## config.mk

```make
export PLATFORM = sky130hd
export DESIGN_NAME = multicycle_control_flat
export DESIGN_NICKNAME = d
export VERILOG_FILES = /design/src/rtl/multicycle_control_if.sv /design/src/rtl/multicycle_control.sv /design/src/flat_wrapper.sv
export SDC_FILE = /design/constraint.sdc
export NUM_CORES = 1
export LEC_CHECK = 0
export CAP_MARGIN = 10
export CORE_UTILIZATION = 47
export CTS_CLUSTER_DIAMETER = 200
export DETAILED_ROUTE_END_ITERATION = 10
export GPL_ROUTABILITY_DRIVEN = 0
export PLACE_DENSITY_LB_ADDON = 0.08
export SYNTH_ARGS = -nofsm -noshare
export SYNTH_HDL_FRONTEND = slang
export SYNTH_SLANG_ARGS = --single-unit
```

## constraint.sdc

```tcl
create_clock -name clock -period 3.4 [get_ports clock]
set_input_delay 1.02 -clock clock [delete_from_list [all_inputs] [get_ports clock]]
set_output_delay 1.02 -clock clock [all_outputs]
set_load 0.05 [all_outputs]
```

## src/rtl/multicycle_control_if.sv

```systemverilog
// Control bundle between the multicycle sequencer (master) and the shared MIPS datapath (slave).
// Carries the IR fields and memory handshake in, and every datapath enable/select out.
interface multicycle_control_if;
  logic [5:0] opcode;
  logic [5:0] funct;
  logic       zero;
  logic       mem_ready;

  logic       PCWrite;
  logic       PCWriteCond;
  logic       BranchNe;
  logic       IorD;
  logic       MemRead;
  logic       MemWrite;
  logic       IRWrite;
  logic [1:0] RegDst;
  logic [1:0] MemtoReg;
  logic       RegWrite;
  logic       ALUSrcA;
  logic [2:0] ALUSrcB;
  logic [2:0] ALUOp;
  logic [1:0] PCSource;
  logic [3:0] state;
  logic       retire;
  logic       fault;

  modport master (
    input  opcode, funct, zero, mem_ready,
    output PCWrite, PCWriteCond, BranchNe, IorD, MemRead, MemWrite, IRWrite,
           RegDst, MemtoReg, RegWrite, ALUSrcA, ALUSrcB, ALUOp, PCSource,
           state, retire, fault
  );

  modport slave (
    output opcode, funct, zero, mem_ready,
    input  PCWrite, PCWriteCond, BranchNe, IorD, MemRead, MemWrite, IRWrite,
           RegDst, MemtoReg, RegWrite, ALUSrcA, ALUSrcB, ALUOp, PCSource,
           state, retire, fault
  );
endinterface

```

## src/rtl/multicycle_control.sv

```systemverilog
// Multicycle MIPS sequencer: fetch/decode/execute/memory/writeback over a shared datapath,
// with a ready-handshaked memory port, a wait timeout and a sticky fault trap.
//
// state      | meaning
// -----------+------------------------------------------------------------
// FETCH      | read instruction at PC, PC <= PC+4 when memory completes
// DECODE     | read registers, ALUOut <= branch target, dispatch on opcode
// MEM_ADDR   | ALUOut <= A + sign-ext imm (lw/sw address)
// MEM_READ   | read data memory at ALUOut into MDR
// MEM_WB     | rt <= MDR
// MEM_WRITE  | write B to data memory at ALUOut
// R_EXEC     | ALUOut <= A op B (funct)
// R_WB       | rd <= ALUOut
// BRANCH     | compare A/B, PC <= ALUOut when taken
// JUMP       | PC <= jump address
// I_EXEC     | ALUOut <= A op imm
// I_WB       | rt <= ALUOut
// JAL        | $31 <= PC, PC <= jump address
// JR         | PC <= A
// LUI        | rt <= {imm,16'b0}
// FAULT      | illegal opcode or memory timeout; held until reset
module multicycle_control #(
  parameter int WAIT_W      = 4,
  parameter int MEM_TIMEOUT = 15
) (
  input logic                  clock,
  input logic                  rst_n,
  multicycle_control_if.master ctl
);

  typedef enum logic [3:0] {
    S_FETCH     = 4'd0,
    S_DECODE    = 4'd1,
    S_MEM_ADDR  = 4'd2,
    S_MEM_READ  = 4'd3,
    S_MEM_WB    = 4'd4,
    S_MEM_WRITE = 4'd5,
    S_R_EXEC    = 4'd6,
    S_R_WB      = 4'd7,
    S_BRANCH    = 4'd8,
    S_JUMP      = 4'd9,
    S_I_EXEC    = 4'd10,
    S_I_WB      = 4'd11,
    S_JAL       = 4'd12,
    S_JR        = 4'd13,
    S_LUI       = 4'd14,
    S_FAULT     = 4'd15
  } state_t;

  localparam logic [5:0] OP_RTYPE = 6'd0;
  localparam logic [5:0] OP_J     = 6'd2;
  localparam logic [5:0] OP_JAL   = 6'd3;
  localparam logic [5:0] OP_BEQ   = 6'd4;
  localparam logic [5:0] OP_BNE   = 6'd5;
  localparam logic [5:0] OP_ADDI  = 6'd8;
  localparam logic [5:0] OP_SLTI  = 6'd10;
  localparam logic [5:0] OP_ANDI  = 6'd12;
  localparam logic [5:0] OP_ORI   = 6'd13;
  localparam logic [5:0] OP_XORI  = 6'd14;
  localparam logic [5:0] OP_LUI   = 6'd15;
  localparam logic [5:0] OP_LW    = 6'd35;
  localparam logic [5:0] OP_SW    = 6'd43;
  localparam logic [5:0] FN_JR    = 6'd8;

  localparam logic [2:0] ALU_ADD  = 3'd0;
  localparam logic [2:0] ALU_SUB  = 3'd1;
  localparam logic [2:0] ALU_FUNC = 3'd2;
  localparam logic [2:0] ALU_OR   = 3'd3;
  localparam logic [2:0] ALU_AND  = 3'd4;
  localparam logic [2:0] ALU_XOR  = 3'd5;
  localparam logic [2:0] ALU_SLT  = 3'd6;

  localparam logic [2:0] SRCB_B     = 3'd0;
  localparam logic [2:0] SRCB_FOUR  = 3'd1;
  localparam logic [2:0] SRCB_SIMM  = 3'd2;
  localparam logic [2:0] SRCB_SIMM2 = 3'd3;
  localparam logic [2:0] SRCB_ZIMM  = 3'd4;

  localparam logic [1:0] PCS_ALU  = 2'd0;
  localparam logic [1:0] PCS_OUT  = 2'd1;
  localparam logic [1:0] PCS_JUMP = 2'd2;
  localparam logic [1:0] PCS_REG  = 2'd3;

  localparam logic [1:0] DST_RT = 2'd0;
  localparam logic [1:0] DST_RD = 2'd1;
  localparam logic [1:0] DST_RA = 2'd2;

  localparam logic [1:0] WB_ALUOUT = 2'd0;
  localparam logic [1:0] WB_MDR    = 2'd1;
  localparam logic [1:0] WB_PC     = 2'd2;
  localparam logic [1:0] WB_LUI    = 2'd3;

  localparam logic [WAIT_W-1:0] TIMEOUT_CNT = WAIT_W'(MEM_TIMEOUT);

  state_t            state_q;
  state_t            next_state;
  logic [WAIT_W-1:0] wait_q;
  logic              run_q;
  logic              mem_wait;
  logic              timed_out;

  assign mem_wait  = (state_q == S_FETCH) || (state_q == S_MEM_READ) ||
                     (state_q == S_MEM_WRITE);
  assign timed_out = mem_wait && !ctl.mem_ready && (wait_q == TIMEOUT_CNT);

  always_comb begin
    next_state = state_q;
    case (state_q)
      S_FETCH:     if (ctl.mem_ready) next_state = S_DECODE;
      S_DECODE: begin
        case (ctl.opcode)
          OP_RTYPE:                next_state = (ctl.funct == FN_JR) ? S_JR : S_R_EXEC;
          OP_LW, OP_SW:            next_state = S_MEM_ADDR;
          OP_BEQ, OP_BNE:          next_state = S_BRANCH;
          OP_ADDI, OP_SLTI, OP_ANDI,
          OP_ORI, OP_XORI:         next_state = S_I_EXEC;
          OP_LUI:                  next_state = S_LUI;
          OP_J:                    next_state = S_JUMP;
          OP_JAL:                  next_state = S_JAL;
          default:                 next_state = S_FAULT;
        endcase
      end
      S_MEM_ADDR:  next_state = (ctl.opcode == OP_LW) ? S_MEM_READ : S_MEM_WRITE;
      S_MEM_READ:  if (ctl.mem_ready) next_state = S_MEM_WB;
      S_MEM_WRITE: if (ctl.mem_ready) next_state = S_FETCH;
      S_R_EXEC:    next_state = S_R_WB;
      S_I_EXEC:    next_state = S_I_WB;
      S_MEM_WB, S_R_WB, S_BRANCH, S_JUMP,
      S_I_WB, S_JAL, S_JR, S_LUI:
                   next_state = S_FETCH;
      S_FAULT:     next_state = S_FAULT;
      default:     next_state = S_FAULT;
    endcase
    if (timed_out) next_state = S_FAULT;
  end

  // run_q holds off the first fetch until the first edge after reset release and,
  // being cleared asynchronously, drops every enable the instant reset asserts.
  always_ff @(posedge clock or negedge rst_n) begin
    if (!rst_n) begin
      state_q <= S_FETCH;
      wait_q  <= '0;
      run_q   <= 1'b0;
    end else if (!run_q) begin
      run_q <= 1'b1;
    end else begin
      state_q <= next_state;
      if (next_state != state_q)
        wait_q <= '0;
      else if (mem_wait && !ctl.mem_ready)
        wait_q <= wait_q + 1'b1;
    end
  end

  assign ctl.state = state_q;

  always_comb begin
    ctl.PCWrite     = 1'b0;
    ctl.PCWriteCond = 1'b0;
    ctl.BranchNe    = 1'b0;
    ctl.IorD        = 1'b0;
    ctl.MemRead     = 1'b0;
    ctl.MemWrite    = 1'b0;
    ctl.IRWrite     = 1'b0;
    ctl.RegDst      = DST_RT;
    ctl.MemtoReg    = WB_ALUOUT;
    ctl.RegWrite    = 1'b0;
    ctl.ALUSrcA     = 1'b0;
    ctl.ALUSrcB     = SRCB_B;
    ctl.ALUOp       = ALU_ADD;
    ctl.PCSource    = PCS_ALU;
    ctl.retire      = 1'b0;
    ctl.fault       = 1'b0;
    if (run_q) begin
      case (state_q)
        S_FETCH: begin
          ctl.MemRead  = 1'b1;
          ctl.ALUSrcB  = SRCB_FOUR;
          ctl.IRWrite  = ctl.mem_ready;
          ctl.PCWrite  = ctl.mem_ready;
        end
        S_DECODE:    ctl.ALUSrcB = SRCB_SIMM2;
        S_MEM_ADDR: begin
          ctl.ALUSrcA = 1'b1;
          ctl.ALUSrcB = SRCB_SIMM;
        end
        S_MEM_READ: begin
          ctl.MemRead = 1'b1;
          ctl.IorD    = 1'b1;
        end
        S_MEM_WB: begin
          ctl.MemtoReg = WB_MDR;
          ctl.RegWrite = 1'b1;
          ctl.retire   = 1'b1;
        end
        S_MEM_WRITE: begin
          ctl.MemWrite = 1'b1;
          ctl.IorD     = 1'b1;
          ctl.retire   = ctl.mem_ready;
        end
        S_R_EXEC: begin
          ctl.ALUSrcA = 1'b1;
          ctl.ALUOp   = ALU_FUNC;
        end
        S_R_WB: begin
          ctl.RegDst   = DST_RD;
          ctl.RegWrite = 1'b1;
          ctl.retire   = 1'b1;
        end
        S_BRANCH: begin
          ctl.ALUSrcA     = 1'b1;
          ctl.ALUOp       = ALU_SUB;
          ctl.PCWriteCond = 1'b1;
          ctl.BranchNe    = ctl.opcode[0];
          ctl.PCSource    = PCS_OUT;
          ctl.retire      = 1'b1;
        end
        S_I_EXEC: begin
          ctl.ALUSrcA = 1'b1;
          case (ctl.opcode)
            OP_ADDI: begin ctl.ALUSrcB = SRCB_SIMM; ctl.ALUOp = ALU_ADD; end
            OP_SLTI: begin ctl.ALUSrcB = SRCB_SIMM; ctl.ALUOp = ALU_SLT; end
            OP_ANDI: begin ctl.ALUSrcB = SRCB_ZIMM; ctl.ALUOp = ALU_AND; end
            OP_ORI:  begin ctl.ALUSrcB = SRCB_ZIMM; ctl.ALUOp = ALU_OR;  end
            OP_XORI: begin ctl.ALUSrcB = SRCB_ZIMM; ctl.ALUOp = ALU_XOR; end
            default: ;
          endcase
        end
        S_I_WB: begin
          ctl.RegWrite = 1'b1;
          ctl.retire   = 1'b1;
        end
        S_LUI: begin
          ctl.MemtoReg = WB_LUI;
          ctl.RegWrite = 1'b1;
          ctl.retire   = 1'b1;
        end
        S_JUMP: begin
          ctl.PCWrite  = 1'b1;
          ctl.PCSource = PCS_JUMP;
          ctl.retire   = 1'b1;
        end
        // PC already holds PC+4 from fetch, so the link value is the register's current contents.
        S_JAL: begin
          ctl.RegDst   = DST_RA;
          ctl.MemtoReg = WB_PC;
          ctl.RegWrite = 1'b1;
          ctl.PCWrite  = 1'b1;
          ctl.PCSource = PCS_JUMP;
          ctl.retire   = 1'b1;
        end
        S_JR: begin
          ctl.PCWrite  = 1'b1;
          ctl.PCSource = PCS_REG;
          ctl.retire   = 1'b1;
        end
        S_FAULT:     ctl.fault = 1'b1;
        default:     ctl.fault = 1'b1;
      endcase
    end
  end

endmodule

```

## src/flat_wrapper.sv

```systemverilog
// flat-port wrapper written by rule: the top's interface ports become plain ports
module multicycle_control_flat 
#(
  parameter int WAIT_W      = 4,
  parameter int MEM_TIMEOUT = 15
)
  (clock, rst_n, ctl_opcode, ctl_funct, ctl_zero, ctl_mem_ready, ctl_PCWrite, ctl_PCWriteCond, ctl_BranchNe, ctl_IorD, ctl_MemRead, ctl_MemWrite, ctl_IRWrite, ctl_RegDst, ctl_MemtoReg, ctl_RegWrite, ctl_ALUSrcA, ctl_ALUSrcB, ctl_ALUOp, ctl_PCSource, ctl_state, ctl_retire, ctl_fault);
  multicycle_control_if ctl_i ();
  input logic clock;
  input logic rst_n;
  input wire logic [$bits(ctl_i.opcode)-1:0] ctl_opcode;
  input wire logic [$bits(ctl_i.funct)-1:0] ctl_funct;
  input wire logic [$bits(ctl_i.zero)-1:0] ctl_zero;
  input wire logic [$bits(ctl_i.mem_ready)-1:0] ctl_mem_ready;
  output wire logic [$bits(ctl_i.PCWrite)-1:0] ctl_PCWrite;
  output wire logic [$bits(ctl_i.PCWriteCond)-1:0] ctl_PCWriteCond;
  output wire logic [$bits(ctl_i.BranchNe)-1:0] ctl_BranchNe;
  output wire logic [$bits(ctl_i.IorD)-1:0] ctl_IorD;
  output wire logic [$bits(ctl_i.MemRead)-1:0] ctl_MemRead;
  output wire logic [$bits(ctl_i.MemWrite)-1:0] ctl_MemWrite;
  output wire logic [$bits(ctl_i.IRWrite)-1:0] ctl_IRWrite;
  output wire logic [$bits(ctl_i.RegDst)-1:0] ctl_RegDst;
  output wire logic [$bits(ctl_i.MemtoReg)-1:0] ctl_MemtoReg;
  output wire logic [$bits(ctl_i.RegWrite)-1:0] ctl_RegWrite;
  output wire logic [$bits(ctl_i.ALUSrcA)-1:0] ctl_ALUSrcA;
  output wire logic [$bits(ctl_i.ALUSrcB)-1:0] ctl_ALUSrcB;
  output wire logic [$bits(ctl_i.ALUOp)-1:0] ctl_ALUOp;
  output wire logic [$bits(ctl_i.PCSource)-1:0] ctl_PCSource;
  output wire logic [$bits(ctl_i.state)-1:0] ctl_state;
  output wire logic [$bits(ctl_i.retire)-1:0] ctl_retire;
  output wire logic [$bits(ctl_i.fault)-1:0] ctl_fault;
  assign ctl_i.opcode = ctl_opcode;
  assign ctl_i.funct = ctl_funct;
  assign ctl_i.zero = ctl_zero;
  assign ctl_i.mem_ready = ctl_mem_ready;
  assign ctl_PCWrite = ctl_i.PCWrite;
  assign ctl_PCWriteCond = ctl_i.PCWriteCond;
  assign ctl_BranchNe = ctl_i.BranchNe;
  assign ctl_IorD = ctl_i.IorD;
  assign ctl_MemRead = ctl_i.MemRead;
  assign ctl_MemWrite = ctl_i.MemWrite;
  assign ctl_IRWrite = ctl_i.IRWrite;
  assign ctl_RegDst = ctl_i.RegDst;
  assign ctl_MemtoReg = ctl_i.MemtoReg;
  assign ctl_RegWrite = ctl_i.RegWrite;
  assign ctl_ALUSrcA = ctl_i.ALUSrcA;
  assign ctl_ALUSrcB = ctl_i.ALUSrcB;
  assign ctl_ALUOp = ctl_i.ALUOp;
  assign ctl_PCSource = ctl_i.PCSource;
  assign ctl_state = ctl_i.state;
  assign ctl_retire = ctl_i.retire;
  assign ctl_fault = ctl_i.fault;
  multicycle_control #(.WAIT_W(WAIT_W), .MEM_TIMEOUT(MEM_TIMEOUT)) u_core (.clock(clock), .rst_n(rst_n), .ctl(ctl_i));
endmodule
```

==> summary.txt, run 1 <==
Run status
  – Outcome: finished, violations left
  – Violated checks: design-rule violations

Setup path
  – Reg2reg setup slack: ~1.1 ns
  – CP max FO: 3
  – FF-to-FF End: u_core.wait_q[3]
  – Worst endpoint required time: between 2 and 2.5 ns
  – Setup crit start kind: input port
  – CP Launch Point: ctl_opcode[2]
  – Critical path class: input port to primary output
  – R2r startpoint: u_core.ctl.state[1]
  – Worst r2r path cells: 6
  – Crit path capture type: primary output
  – Critical Path AT: around 2.3 ns
  – CP endpoint: ctl_ALUOp[1]

Clock network
  – Clk buf depth: 2
  – CTS buffer count: 3
  – Clock sinks: 9
  – Clk slew on worst S/H paths: about 0.060 ns
  – Root Driver: clkbuf_4
  – CTS tree: done
  – Htree depth: 1
  – Clock latency on the worst-skew pair: about 0.27 ns
  – CTS Hold Bufs: 0

Logic synthesis
  – Synth Register Bits: 9
  – Yosys cell types: 61
  – Yosys top cell by area: dfrtp_1
  – Post-synth top cells: nand2_1, nor2_1, a21oi_1
  – Synthesized cell area: about 1400 µm²
  – Post-synthesis sequential area ratio: approximately 16%
  – Syn Area/Cell: 6.68 µm²
  – Most common cell in the synthesized netlist: nand2_1
  – Ranking of synthesized cells by area: dfrtp_1, nand2_1, nor2_1
  – Post-Synthesis Cells: approximately 210
  – Top FF cell, synth: dfrtp_1
  – Async set-reset flop share out of synthesis: 100%
  – Ys Warns: 0
  – EDFF count, synth: 0
  – Syn Nets: approximately 230
  – Synth top area share: 16.0%

Place
  – DP Worst Slack: -0.299 ns
  – Placed Instance Area: 2070 µm²
  – Hpwl dp: between 3000 and 4000 µm
  – # port buffers: 41

STA
  – Clock Skews: 0.00281 ns
  – Fin worst setup slack: about 0.075 ns
  – RSZ-0062 raised after global routing: no
  – Max-slew violations: 0
  – Crit share post-route: 97.8%
  – FMAX: between 300 and 400 MHz
  – Worst-Margin Slew: around 0.55 ns
  – Final setup viols: 0
  – Min cycle time layout: between 3 and 4 ns
  – Slew headroom: approximately 63%
  – Hold_ws: between 0.5 and 0.6 ns
  – Hold Vio Cnt, Final: 0

Power
  – Leak Pwr: approximately 0.9 nW
  – PwrDens: between 700 and 800 nW/µm²
  – Worst VDD drop: 460 µV

Final layout
  – Final instance area: between 2000 and 2500 µm²
  – Fill count: 207
  – Antenna cells: 0
  – Total Nets Final: between 200 and 300
  – Area grow syn2layout: 54.5%
  – Layout cell share with drive strength beyond 1: a little under 30%

Die
  – CORE AREA: ~2800 µm²
  – DIE WIDTH: roughly 57 µm
  – Total die area: 3220 µm²
  – # rows: 19
  – Chip Height: roughly 57 µm
  – Initial Util: 50.3%
  – IO Pins: 43

Global routing
  – Initial antenna violation count: 0
  – Wire length of the first global-routing pass: 8130 µm
  – Vias in the first global route: 1776
  – Largest net degree at the start of global routing: 24
  – Aggregate global-route resource usage: 32.0%
  – GR Overflow Total: 0

Routing
  – DRC violation count after routing: 2
  – Drt wl/cell: 16.5 µm
  – WL final: ~4900 µm
  – Via density: between 6 and 7
  – Pre-antenna DRT Iters: 8
  – DR vias: 1884
  – Post-route ant nets: 0
  – Initial DRC Count: ~160

Flow run
  – Max-capacitance violation count: 0

Worst hold path
  – Hold/Removal Path Class: flip-flop to flip-flop
[cells by family after synthesis]
group	synth area share (%)
DFF	16.0
other	0.266
muxes	1.51
and+or+nand+nor	36.9
buffers and inverters	7.72
adders and majority gates	0.887
AOI/OAI and AO/OA	33.6
xor gates and xnor gates	3.11
[through the flow]
| step | total power [W] | util [%] | setup TNS (ns) | std cells |
|---|---|---|---|---|
| floorplan | 0.00109 | - | -0.263 | 211 |
| global placement | 0.00145 | 74.0 | -0.300 | 290 |
| detailed placement | 0.00148 | 74.0 | -0.525 | 290 |
| CTS | 0.00158 | 77.4 | -0.0655 | 298 |
| global route | 0.00171 | 77.7 | 0 | 298 |
| finish | 0.00160 | 77.7 | 0 | 298 |
[flip-flops by register name, indices dropped and copies added, names as in the netlist]
signal / flops
u_core.ctl.state: 4
u_core.run_q: 1
u_core.wait_q: 4
[worst max-delay path, cell delays in order]
cell and delay, ns:
dlygate4sd2_1 0.27, nor2_2 0.15, nand3_2 0.11, mux2_2 0.29
o21ai_2 0.11, and3_4 0.20, buf_12 0.13
[layer usage]
| layer | track usage, % | wire length [µm] | vias to the layer above |
|---|---|---|---|
| met5 | 0 | 0 | - |
| met1 | 39.5 | 1880 | 865 |
| met4 | 10.1 | 144 | 0 |
| met2 | 56.3 | 2510 | 109 |
| met3 | 5.53 | 371 | 25 |
| li1 | - | - | 885 |
[cells in the final DEF (no fill, tap or decap), types with 3 or more instances in the layout]
cell type	synthesis	routed
o221ai_1	3	3
dlygate4sd2_1	0	4
and2_1	3	3
a21oi_1	16	14
dfrtp_1	9	9
nand3_1	8	7
nor2_2	0	3
o21ai_0	11	10
xor2_1	3	3
nand2b_1	5	5
clkbuf_4	0	3
clkdlybuf4s50_1	0	15
buf_12	0	9
nor2_1	22	18
a21oi_2	1	3
inv_1	6	6
nand2_1	23	23
buf_4	2	36
o22ai_1	3	3
o21ai_1	3	3
nor3_1	13	11
o211ai_1	3	3
nor2b_1	11	10
[area by class of cell]
type | count | area (µm²) | area share [%]
flip-flops and latches | 9 | 225 | 10.3
inverters | 8 | 30.0 | 1.38
repair buffers | 69 | 701 | 32.2
multi-input cells | 177 | 1160 | 53.1
well taps | 31 | 38.8 | 1.78
clock buffers | 4 | 26.3 | 1.21
[what timing repair did]
action                                  in CTS  in global routing
setup buffers                                4                  0
endpoints found under the setup margin       4                  1
resized for setup                           17                  7
pin swaps                                    4                  2
[how the worst min path moves through the flow]
stage | slack (ns) | start | to | depth (start not counted)
finish | 0.54 | u_core.wait_q[1] | u_core.wait_q[1] | 1
CTS | 0.54 | u_core.wait_q[1] | u_core.wait_q[1] | 1
global route | 0.56 | u_core.wait_q[1] | u_core.wait_q[1] | 1
global placement | 0.51 | u_core.wait_q[1] | u_core.wait_q[1] | 1
detailed placement | 0.52 | u_core.wait_q[1] | u_core.wait_q[1] | 1
floorplan | 0.49 | u_core.wait_q[1] | u_core.wait_q[1] | 1
[report_power, final]
part | total (W) | switching [W] | internal, W
combinational | 0.00131 | 0.000836 | 0.000477
sequential | 0.000207 | 0.0000677 | 0.000139
clock | 0.0000853 | 0.0000399 | 0.0000454
total | 0.00160 | 0.000944 | 0.000661
Power figures use the tool's default switching activity.
==> run 2, diff against run 1 <==
- REMOVE_ABC_BUFFERS: unset -> 1
==> run 2 against run 1 <==
The flow still finishes with violations (design-rule violations). Worst hold slack worse by 0.0030 ns. Critical path type unchanged. Register-to-register slack better by 0.05 ns. Setup slack worse by 0.057 ns. Largest cell class unchanged. Clock skew down 0.0018 ns. Core utilization down 1.5 points. Via count down 3.2%. Sequential power down 3%. Critical endpoint unchanged. Global-route usage down 0.59 points. Fmax down 1.7%. Die area unchanged.
==> summary.txt, run 2 (synthesis gave the netlist of run 1 again) <==
Routing
  – M1 wire length: 2030 µm (+7.9%)
  – Met2 Wirelength: 2250 µm (-11%)
  – Highest Signal Layer: met4
  – Met3 wire len: 391 µm (+5.4%)
  – Pre-antenna DRT Iters: 7 (-1)
  – DRC violation count after routing: 6 (+4)
  – Via density: 6.14 (-2.9%)
  – Initial DRC Count: 108 (-31%)
  – Post-route ant nets: 0 (unchanged)
  – WL final: 4770 µm (-2.9%)
  – Drt wl/cell: 16.1 µm (-2.5%)
  – DR vias: 1823 (-3.2%)

Worst hold path
  – Hold depth: 1 (unchanged)
  – Hold/Removal Path Class: flip-flop to flip-flop

Die
  – DIE WIDTH: 56.8 µm (unchanged)
  – CORE AREA: 2810 µm² (unchanged)
  – # rows: 19 (unchanged)
  – Chip Height: 56.8 µm (unchanged)
  – Total die area: 3220 µm² (unchanged)
  – IO Pins: 43 (unchanged)
  – Initial Util: 50.3% (unchanged)

Clock network
  – Htree depth: 1 (unchanged)
  – Clk slew on worst S/H paths: 0.07 ns (about the same)
  – CTS buffer count: 3 (unchanged)
  – CTS tree: done
  – Clock sinks: 9 (unchanged)
  – Clock latency on the worst-skew pair: 0.27 ns (about the same)
  – Clk buf depth: 2 (unchanged)
  – Root Driver: clkbuf_4

Final layout
  – Area grow syn2layout: 51.5%
  – Most common cell after layout, fill and taps aside: buf_4
  – Layout cell share with drive strength beyond 1: 25.6% (-4.0 points)
  – Commonest non-fill, non-tap cells in the layout: buf_4, nand2_1, nor2_1
  – Total Nets Final: 284 (-0.35%)
  – Antenna cells: 0 (unchanged)
  – Non-filler cells, final: 297 (-0.34%)

Power
  – PwrDens: 743 nW/µm² (+0.85%)
  – Worst VDD drop: 662 µV (+44%)
  – Pwr Total: 0.00159 W (-1.1%)
  – Leak Pwr: 0.885 nW (-1.3%)

Place
  – DP Worst Slack: -0.302 ns (-0.00279 ns)
  – Placed Instances: 292 (+0.69%)
  – Hpwl dp: 3560 µm (-0.58%)
  – # port buffers: 41 (unchanged)

Flow run
  – Max-capacitance violation count: 0 (unchanged)

Setup path
  – Crit path capture type: primary output
  – Worst r2r path cells: 7 (+1)
  – CP max FO: 2 (-1)
  – Crit-path max cell delay: 0.51 ns (+0.22 ns)
  – CP delay by family, top: buffers and inverters
  – Cell breakdown of the critical path: clkdlybuf4s50_1, inv_2, mux2_4, o21ai_1, and3_4, buf_12
  – Critical Path AT: 2.36 ns (+0.05 ns)
  – CP max-delay cell: clkdlybuf4s50_1
  – Setup crit start kind: input port
  – Critical path depth in cells: 6 (-1)
  – Critical path class: input port to primary output
  – Worst endpoint required time: 2.38 ns (about the same)
  – CP bufs+invs: 3 (+1)

STA
  – Final setup viols: 0 (unchanged)
  – RSZ-0062 raised after global routing: yes
  – Min cycle time layout: 3.38 ns (+0.0574 ns)
  – Max-slew violations: 0 (unchanged)
  – Hold_ws: 0.533 ns (-0.00296 ns)
  – Fin worst setup slack: 0.0171 ns (-0.0574 ns)
  – Worst-Margin Slew: 0.501 ns (-0.0522 ns)
  – FMAX: 296 MHz (-1.7%)
  – Crit share post-route: 99.5% (+1.7 points)
  – Slew headroom: 66.5% (+3.4 points)
  – Clock Skews: 0.00103 ns (-0.00178 ns)
  – Hold Vio Cnt, Final: 0 (unchanged)

Run status
  – Violated checks: design-rule violations
  – Outcome: finished, violations left

Global routing
  – Initial antenna violation count: 0 (unchanged)
  – Largest net degree at the start of global routing: 28 (+17%)
  – Aggregate global-route resource usage: 31.4% (-0.59 points)
  – Vias in the first global route: 1780 (+0.23%)
  – Wire length of the first global-routing pass: 7910 µm (-2.7%)
  – GR Overflow Total: 0 (unchanged)
-- run 2: cell type report --
type | instances | area, µm²
clock buffer | 4 | 26.3
fill | 216 | 669
timing repair buffer | 68 | 699
inverter | 8 | 30.0
sequential | 9 | 225
tap | 31 | 38.8
multi-input combinational | 177 | 1120
-- run 2: per-stage QoR --
step / setup TNS, ns / instance area [µm²] / util [%]
floorplan: -2.72 / 1330 / -
global placement: -0.510 / 2060 / 73.5
detailed placement: -0.788 / 2060 / 73.5
CTS: 0 / 2120 / 75.4
global route: -0.0473 / 2140 / 76.1
finish: 0 / 2140 / 76.1
-- run 2: where the power goes --
part           internal, W  switching (W)
Clock            0.0000455      0.0000433
Sequential        0.000139      0.0000610
Combinational     0.000479       0.000819
-- run 2: worst paths after layout --
| path | slack, ns | from | endpoint |
|---|---|---|---|
| worst min register to register | 0.53 | u_core.wait_q[1] | u_core.wait_q[1] |
| worst min-delay path | 0.53 | u_core.wait_q[1] | u_core.wait_q[1] |
| min in group asynchronous | 1.05 | rst_n | u_core.ctl.state[0] |
| max in group asynchronous | 2.06 | rst_n | u_core.wait_q[1] |
| worst max register to register | 1.17 | u_core.ctl.state[1] | u_core.wait_q[1] |
| worst max-delay path | 0.02 | ctl_opcode[1] | ctl_ALUOp[1] |
-- run 2: what timing repair did --
item,in CTS,in global routing
setup buffers,1,0
pin swaps,5,0
hold buffers,0,0
hold endpoints to repair,0,0
resized for setup,15,4
endpoints found under the setup margin,5,4
-- run 2: per-layer routing --
layer	vias to the layer above	GRT usage, %
li1	879	-
met1	844	37.4
met2	90	52.4
met3	10	9.22
met4	0	13.2
met5	-	0
==> run 3, diff against run 2 <==
- REMOVE_ABC_BUFFERS: 1 -> unset
==> results of run 3 <==
Final layout, timing and power as in run 1 (identical DEF).
